File: config.mk
export PLATFORM = sky130hd
export DESIGN_NAME = acc_datapath
export DESIGN_NICKNAME = d
export VERILOG_FILES = /design/src/rtl/acc_datapath.sv
export SDC_FILE = /design/constraint.sdc
export NUM_CORES = 1
export LEC_CHECK = 0
export ABC_AREA = 1
export BUFFER_PORTS_ARGS = -buffer_cell sky130_fd_sc_hd__buf_2
export CAP_MARGIN = 20
export CELL_PAD_IN_SITES_DETAIL_PLACEMENT = 0
export CELL_PAD_IN_SITES_GLOBAL_PLACEMENT = 2
export CORE_MARGIN = 2
export CORE_UTILIZATION = 29
export DETAILED_ROUTE_END_ITERATION = 12
export GPL_TIMING_DRIVEN = 0
export HOLD_SLACK_MARGIN = 0.03
export PLACE_DENSITY_LB_ADDON = 0.1
export SYNTH_ARGS = -nofsm -noshare
export SYNTH_HDL_FRONTEND = slang
export SYNTH_SLANG_ARGS = --single-unit
File: constraint.sdc
create_clock -name i_clock -period 5.6 [get_ports i_clock]
set_input_delay 0.56 -clock i_clock [delete_from_list [all_inputs] [get_ports i_clock]]
set_output_delay 0.56 -clock i_clock [all_outputs]
set_load 0.02 [all_outputs]
File: src/rtl/acc_datapath.sv
// Accumulator datapath for a BIP-class processor: ACC register, operand sign
// extension, ACC/ALU source muxes and an add/subtract unit.

module acc_signext #(
    parameter int E_BITS = 16,
    parameter int D_BITS = 11
) (
    input  logic [D_BITS-1:0] data_i,
    output logic [E_BITS-1:0] ext_o
);
    generate
        if (E_BITS > D_BITS) begin : g_ext
            assign ext_o = {{(E_BITS-D_BITS){data_i[D_BITS-1]}}, data_i};
        end else begin : g_same
            assign ext_o = data_i;
        end
    endgenerate
endmodule

module acc_mux_b #(
    parameter int E_BITS = 16
) (
    input  logic              sel_i,
    input  logic [E_BITS-1:0] ram_i,
    input  logic [E_BITS-1:0] ext_i,
    output logic [E_BITS-1:0] b_o
);
    assign b_o = sel_i ? ext_i : ram_i;
endmodule

module acc_mux_a #(
    parameter int E_BITS = 16,
    parameter int S_BITS = 2
) (
    input  logic [S_BITS-1:0] sel_i,
    input  logic [E_BITS-1:0] ram_i,
    input  logic [E_BITS-1:0] ext_i,
    input  logic [E_BITS-1:0] res_i,
    input  logic [E_BITS-1:0] acc_i,
    output logic [E_BITS-1:0] a_o
);
    always_comb begin
        a_o = acc_i;
        // Any code outside LD/LDI/ALU selects the current ACC, so it never changes ACC.
        case (sel_i)
            S_BITS'(0): a_o = ram_i;
            S_BITS'(1): a_o = ext_i;
            S_BITS'(2): a_o = res_i;
            default:    a_o = acc_i;
        endcase
    end
endmodule

module acc_alu #(
    parameter int E_BITS = 16
) (
    input  logic              op_i,
    input  logic [E_BITS-1:0] a_i,
    input  logic [E_BITS-1:0] b_i,
    output logic [E_BITS-1:0] res_o
);
    // Modulo 2^E_BITS; carry out is intentionally discarded.
    assign res_o = op_i ? (a_i - b_i) : (a_i + b_i);
endmodule

module acc_reg #(
    parameter int E_BITS = 16
) (
    input  logic              clk,
    input  logic              rst_n,
    input  logic              en_i,
    input  logic [E_BITS-1:0] d_i,
    output logic [E_BITS-1:0] q_o
);
    logic [E_BITS-1:0] acc_q;

    always_ff @(posedge clk or negedge rst_n) begin
        if (!rst_n)    acc_q <= '0;
        else if (en_i) acc_q <= d_i;
    end

    assign q_o = acc_q;
endmodule

module acc_datapath #(
    parameter int E_BITS = 16,
    parameter int D_BITS = 11,
    parameter int S_BITS = 2
) (
    input  logic              i_clock,
    input  logic              i_reset,
    input  logic [D_BITS-1:0] i_Data,
    input  logic [E_BITS-1:0] i_Data_ram,
    input  logic [S_BITS-1:0] sel_A,
    input  logic              sel_B,
    input  logic              i_op,
    input  logic              w_acc,
    output logic [E_BITS-1:0] o_Data_ram,
    output logic [D_BITS-1:0] o_Addr_ram
);
    logic [E_BITS-1:0] ext;
    logic [E_BITS-1:0] mux_b;
    logic [E_BITS-1:0] res;
    logic [E_BITS-1:0] mux_a;
    logic [E_BITS-1:0] acc;

    acc_signext #(.E_BITS(E_BITS), .D_BITS(D_BITS)) u_ext (
        .data_i (i_Data),
        .ext_o  (ext)
    );

    acc_mux_b #(.E_BITS(E_BITS)) u_mux_b (
        .sel_i (sel_B),
        .ram_i (i_Data_ram),
        .ext_i (ext),
        .b_o   (mux_b)
    );

    acc_alu #(.E_BITS(E_BITS)) u_alu (
        .op_i  (i_op),
        .a_i   (acc),
        .b_i   (mux_b),
        .res_o (res)
    );

    acc_mux_a #(.E_BITS(E_BITS), .S_BITS(S_BITS)) u_mux_a (
        .sel_i (sel_A),
        .ram_i (i_Data_ram),
        .ext_i (ext),
        .res_i (res),
        .acc_i (acc),
        .a_o   (mux_a)
    );

    acc_reg #(.E_BITS(E_BITS)) u_acc (
        .clk   (i_clock),
        .rst_n (i_reset),
        .en_i  (w_acc),
        .d_i   (mux_a),
        .q_o   (acc)
    );

    assign o_Data_ram = acc;
    assign o_Addr_ram = i_Data;
endmodule

==> results of run 1 <==
synth_stat cells, drive strengths merged (2+ instances only):
master / count
a21oi: 34
buf: 14
o21bai: 2
xor2: 10
clkbuf: 5
o21ai: 27
o211ai: 8
nand2: 144
or2: 2
nor2: 35
inv: 53
nand3: 16
xnor2: 5
ha: 19
dfrtp: 16
cell families (layout without fill, tap and decap cells):
group | after synthesis | in the layout
compound gates | 74 | 74
flops | 16 | 16
xor+xnor | 15 | 15
fa+ha+maj | 20 | 20
simple gates | 200 | 200
buf+inv | 73 | 137
metrics by stage:
stage	util	worst slack, ns	cells	power [mW]	hold slack, ns
global placement	0.357	2.05	560	0.595	0.500
global route	0.364	2.00	564	0.785	0.270
floorplan	-	2.71	398	0.464	0.264
finish	0.364	2.40	564	0.713	0.245
detailed placement	0.357	2.07	560	0.595	0.501
CTS	0.364	2.36	564	0.716	0.265
final cells by class:
type,instances,area (um2),area share
buffer,19,128,0.0449
clock buffer,4,55.1,0.0193
inverter,54,203,0.0712
multi-input combinational,309,1630,0.573
sequential,16,400,0.141
tap,102,128,0.0449
timing repair buffer,60,300,0.106
worst register-to-register path, cell delays in order, from the launching register on:
cell     delay (ns)
dfrtp_1        0.36
inv_1          0.06
ha_1           0.22
fa_1           0.42
inv_1          0.07
nand3_1        0.06
nand2_1        0.13
nand2_1        0.07
nand2_1        0.17
nand2_1        0.08
nand2_1        0.11
nand2_1        0.06
nand2_1        0.09
nand2_1        0.06
nand2_1        0.05
o21ai_0        0.08
nand2_1        0.09
nand2_1        0.05
power by group through the flow:
stage	logic (mW)	registers (mW)	clock network (mW)
global route	0.499	0.160	0.127
CTS	0.438	0.157	0.120
floorplan	0.283	0.181	0
global placement	0.436	0.159	0
detailed placement	0.436	0.159	0
finish	0.436	0.157	0.121
worst paths after layout:
check,from,cells past startpoint,endpoint
worst max-delay path,sel_B,23,u_acc.q_o[11]
min in group i_clock,u_acc.q_o[12],2,u_acc.q_o[12]
worst min-delay path,i_reset,1,u_acc.q_o[0]
worst min register to register,u_acc.q_o[12],2,u_acc.q_o[12]
max in group asynchronous,i_reset,1,u_acc.q_o[7]
worst max register to register,u_acc.q_o[0],17,u_acc.q_o[12]
layer usage:
metal	global-route usage	wire length [um]
met1	0.284	4140
met2	0.320	3620
met3	0.0185	341
met4	0.0326	72
met5	0	0
==> impl_metrics.py, run 1 <==
metrics = {
    "outcome": {
        "status": "complete, no violations",
    },
    "drt": {
        "drtIter0Drc": 92,
        "first_pass_iters": 4,
        "totalWireLength_mm": 8.18,
        "avgViaCountPerCell": 4.53,
        "wl_per_cell_um": 14.5,
        "drc": 0,
        "vias": 2554,
        "ant_nets": 0,
    },
    "logic_synthesis": {
        "synth_xor_xnor_area_share": 0.0556,
        "synthSimpleGateAreaFrac": 0.355,
        "synth_async_sr_flop_share": 1.00,
        "synth_top_family_by_area": "simple AND/OR/NAND/NOR gates",
        "synth_edf_count": 0,
        "netlist_area_mm2": 0.00236,
        "synth_compound_area_frac": 0.171,
        "synth.area.top_cells": "nand2_1 (21%), dfrtp_1 (17%), ha_1 (10%)",
        "ys_types": 31,
        "yosysSeqAreaShare": 0.169,
        "syn_avg_cell_area_um2": 5.94,
        "syn-num-nets": 452,
        "syn_inst": 398,
        "synth_flop_cell": "dfrtp_1",
        "synth_top_area_share": 0.215,
        "synth_top_cell_by_area": "nand2_1",
        "ys_ff_latch": 16,
        "synth_fa_ha_area_frac": 0.109,
        "synth_warnings": 0,
        "synth.mux.area_fraction": 0,
    },
    "global_route": {
        "antenna_found_initial": 0,
        "grt_pass1_vias": 2485,
        "grtUsageTotal": 0.196,
        "grt_max_degree": 17,
        "grt.overflow.total": 0,
        "grt_first_pass_wirelength_mm": 13.2,
    },
    "final_layout": {
        "antenna_cells": 0,
        "syn2layout_area_growth_pct": 20.4,
        "n_fill_cell": 904,
        "drive_gt1_frac": 0.212,
        "stdcell_area_mm2": 0.00285,
        "largest_reg_flops": 16,
        "nNetsFinal": 517,
        "final_common_cell": "nand2_1",
        "mostFrequentLayoutCells": "nand2_1 (135), buf_2 (60), inv_1 (51)",
    },
    "sta": {
        "relSlewSlack": 0.406,
        "setup_viol": 0,
        "clock.fmax_mhz": 313,
        "finalHoldViolations": 0,
        "skew_ns": 0.00681,
        "report.final.slew_viol_count": 0,
        "grt_setup_unrepaired": "false",
        "worst_pin_slew_ns": 0.888,
        "tns_ns": 0,
        "period_share": 0.571,
        "layout_min_cycle_time_ns": 3.20,
    },
    "critical_path": {
        "crit_top_cell": "nand2_1",
        "crit_family": "simple AND/OR/NAND/NOR gates",
        "slowest_stage": "ha_1",
        "slowest_delay_ns": 0.37,
        "critPathArrivalTime_ns": 3.37,
        "worst_setup_path_start_kind": "input pin",
        "critPathKind": "in2reg",
        "r2r_setup_slack_ns": 3.29,
        "worstPathRequired_ns": 5.77,
        "cp-end-kind": "flop",
        "crit_buf_inv": 5,
        "cp_cell_sequence": "buf_2 > inv_2 > buf_6 > nand2_2 > nand2_2 > inv_1 > ha_1 > nand2_1 > nor2_4 > nand3_2 > nand2_1 > xor2_1 > ha_1 > nand2_1 > inv_1 > nand2_1 > o21bai_1 > a21oi_1 > or2_2 > nand3_1 > nand2_1 > nand2_1 > nand2_1",
        "crit_fanout": 10,
    },
    "place": {
        "dpl_cell_area_mm2": 0.00279,
        "portBuffers": 60,
        "gp_congestion": 0.838,
        "post-dp-hpwl_mm": 6.44,
    },
    "clock_tree": {
        "cts.htree.levels": 1,
        "cts_tree": "yes",
        "cts.path.max_buffers": 2,
        "numCtsBuffers": 3,
        "cts_resized": 0,
        "cts_root_buf": "clkbuf_8",
        "postCtsHoldBufs": 0,
        "cts_num_sinks": 16,
        "cts_setup_buffers": 0,
        "clk_pin_slew_ns": 0.09,
        "clk_latency_ns": 0.27,
    },
    "floorplan": {
        "io_pins": 61,
        "initial_utilization": 0.303,
        "dieHeight_um": 94.3,
        "design.die.area_mm2": 0.00888,
        "die_x_um": 94.3,
        "rows": 32,
        "core_mm2": 0.00781,
    },
    "power_and_ir_drop": {
        "p_clk_frac": 0.169,
        "p_sw_uw": 359,
        "power_frac_comb": 0.611,
        "peakVddDrop_v": 0.0000979,
        "leakage_nw": 1.63,
        "swShare": 0.504,
        "p_int_uw": 354,
        "p_seq_frac": 0.220,
        "power_density_mw_per_mm2": 251,
    },
    "run": {
        "drv_cap": 0,
    },
    "min_path": {
        "hp-class": "in2async",
    },
}
Power figures use the tool's default switching activity.
==> run 2: changes to the inputs <==
Settings changed: ABC_AREA 1 to 0, CORE_UTILIZATION 29 to 30.
Clock period 5.6 ns to 3.05 ns, I/O delays scaled along.
==> impl_metrics.py, run 2 <==
metrics = {
    "sta": {
        "layout_min_cycle_time_ns": 3.04,
        "skew_ns": 0.00378,
        "report.final.slew_viol_count": 0,
        "relSlewSlack": 0.552,
        "setup_viol": 0,
        "period_share": 0.998,
        "clock.fmax_mhz": 328,
        "finalHoldViolations": 0,
        "whs_ns": 0.387,
        "grt_setup_unrepaired": "true",
        "worst_pin_slew_ns": 0.672,
    },
    "clock_tree": {
        "cts_tree": "yes",
        "clk_pin_slew_ns": 0.07,
        "cts_num_sinks": 16,
        "cts.path.max_buffers": 2,
        "clk_latency_ns": 0.26,
        "numCtsBuffers": 3,
        "cts.htree.levels": 1,
        "cts_root_buf": "clkbuf_8",
    },
    "logic_synthesis": {
        "synth_async_sr_flop_share": 1.00,
        "synth_edf_count": 0,
        "synth_xor_xnor_area_share": 0.0859,
        "syn-num-nets": 378,
        "syn_inst": 324,
        "synth_flop_cell": "dfrtp_1",
        "synthTopCellsByCount": "o21ai_0 (37), nor2_1 (31), nand2_1 (29)",
        "post-synth-top-count-cell": "o21ai_0",
        "yosysSeqAreaShare": 0.171,
        "synth_top_area_share": 0.171,
        "synth_warnings": 0,
        "synth_top_cell_by_area": "dfrtp_1",
        "synth_fa_ha_area_frac": 0.110,
        "netlist_area_mm2": 0.00234,
        "synthSimpleGateAreaFrac": 0.212,
        "ys_types": 48,
        "synth_top_family_by_area": "compound AO/OA/AOI/OAI gates",
        "synth.mux.area_fraction": 0.0480,
        "syn_avg_cell_area_um2": 7.24,
        "synth.area.top_cells": "dfrtp_1 (17%), ha_1 (10%), o21ai_0 (7.9%)",
        "ys_ff_latch": 16,
        "synth_compound_area_frac": 0.287,
    },
    "global_route": {
        "grt.overflow.total": 0,
        "grt_max_degree": 17,
        "grt_pass1_vias": 2627,
        "antenna_found_initial": 0,
        "grtUsageTotal": 0.210,
        "grt_first_pass_wirelength_mm": 14.0,
    },
    "final_layout": {
        "nNetsFinal": 463,
        "drive_gt1_frac": 0.368,
        "stdcell_area_mm2": 0.00335,
        "stdcell_count": 510,
        "largest_reg_flops": 16,
        "syn2layout_area_growth_pct": 42.7,
        "antenna_cells": 0,
        "final_common_cell": "buf_2",
        "mostFrequentLayoutCells": "buf_2 (59), nor2_1 (30), buf_4 (30)",
    },
    "floorplan": {
        "die_x_um": 92.4,
        "core_mm2": 0.00765,
        "io_pins": 61,
        "dieHeight_um": 92.4,
        "design.die.area_mm2": 0.00854,
        "initial_utilization": 0.307,
        "rows": 32,
    },
    "drt": {
        "wl_per_cell_um": 17.5,
        "totalWireLength_mm": 8.90,
        "avgViaCountPerCell": 5.20,
        "drc": 0,
        "ant_nets": 0,
        "vias": 2653,
        "first_pass_iters": 4,
        "drtIter0Drc": 96,
    },
    "min_path": {
        "hp-class": "in2reg",
        "holdCritStartpoint": "i_Data_ram[9]",
        "whs_path_depth": 3,
        "min_to": "u_acc.q_o[9]",
    },
    "critical_path": {
        "cp-end-kind": "flop",
        "r2r_setup_slack_ns": 0.62,
        "critPathKind": "in2reg",
        "timing.rr.end": "u_acc.q_o[10]",
        "r2r-start": "u_acc.q_o[0]",
        "worstPathRequired_ns": 3.20,
        "rr_worst_depth": 10,
        "worst_setup_path_start_kind": "input pin",
        "crit_fanout": 6,
        "critPathArrivalTime_ns": 3.19,
    },
    "place": {
        "dpl_cell_area_mm2": 0.00280,
        "portBuffers": 60,
        "post-dp-hpwl_mm": 6.64,
        "placedCellCount": 486,
        "gp_congestion": 0.843,
    },
    "run": {
        "drv_cap": 0,
    },
    "power_and_ir_drop": {
        "peakVddDrop_v": 0.000193,
        "total_power_mw": 1.64,
        "leakage_nw": 1.44,
        "power_density_mw_per_mm2": 490,
    },
    "outcome": {
        "status": "complete, no violations",
    },
}
## run 2: what timing repair did
action	4_1_cts	5_1_grt
setup endpoints to repair	12	10
resized for setup	33	39
buffers inserted	15	6
hold buffers	1	0
pin swaps	17	28
hold endpoints to repair	16	0
## run 2: layer usage
metal	vias up	routed length, um	track usage
met5	-	0	0
met4	0	154	0.0535
met3	12	342	0.0236
met2	60	3980	0.342
met1	1250	4430	0.295
li1	1331	-	-
## run 2: power by group
group / leakage (nW) / internal [mW] / switching (mW) / total [mW]
logic: 1.21 / 0.511 / 0.632 / 1.14
clock network: 0.0288 / 0.115 / 0.0884 / 0.203
registers: 0.194 / 0.253 / 0.0395 / 0.293
total: 1.44 / 0.879 / 0.759 / 1.64
## run 2: final cells by class
| class | count | area (um2) |
|---|---|---|
| fill | 841 | 4300 |
| inverter | 15 | 56.3 |
| multi-input combinational | 266 | 2040 |
| clock buffer | 4 | 55.1 |
| tap | 102 | 128 |
| sequential | 16 | 400 |
| timing repair buffer | 82 | 485 |
| buffer | 25 | 181 |
## run 2: stage by stage
stage	utilization	setup WS [ns]	TNS [ns]
2_1_floorplan	-	-0.152	-0.304
3_3_place_gp	0.366	-0.963	-8.35
3_5_place_dp	0.366	-0.930	-8.27
4_1_cts	0.405	-0.0589	-0.203
5_1_grt	0.438	-0.148	-0.593
6_report	0.438	0.00504	0
## run 2: how the worst max path moves through the flow
stage	startpoint	endpoint	slack [ns]
final	sel_B	u_acc.q_o[10]	0.005
after floorplan	sel_B	u_acc.q_o[10]	-0.15
after detailed placement	sel_B	u_acc.q_o[12]	-0.93
after CTS	sel_B	u_acc.q_o[12]	-0.06
after global placement	sel_B	u_acc.q_o[12]	-0.96
after global routing	sel_B	u_acc.q_o[13]	-0.15
## run 2: worst max-delay path, cell delays in order
cell,delay [ns]
buf_8,0.10
buf_6,0.11
buf_12,0.12
clkbuf_16,0.14
mux2i_4,0.19
ha_4,0.18
o21ai_4,0.09
nand2b_1,0.10
xnor2_1,0.18
ha_2,0.35
o21a_1,0.12
o31a_1,0.14
o31a_1,0.31
a311o_1,0.30
a21oi_2,0.13
xor2_1,0.09
o41ai_1,0.23
## run 2: cells by family (layout without fill, tap and decap cells)
group | count (synthesis) | in the layout
muxes | 11 | 11
and+or+nand+nor | 104 | 104
xor gates and xnor gates | 23 | 23
buffers and inverters | 42 | 126
DFF | 16 | 16
adders and majority gates | 20 | 20
AOI/OAI and AO/OA | 108 | 108
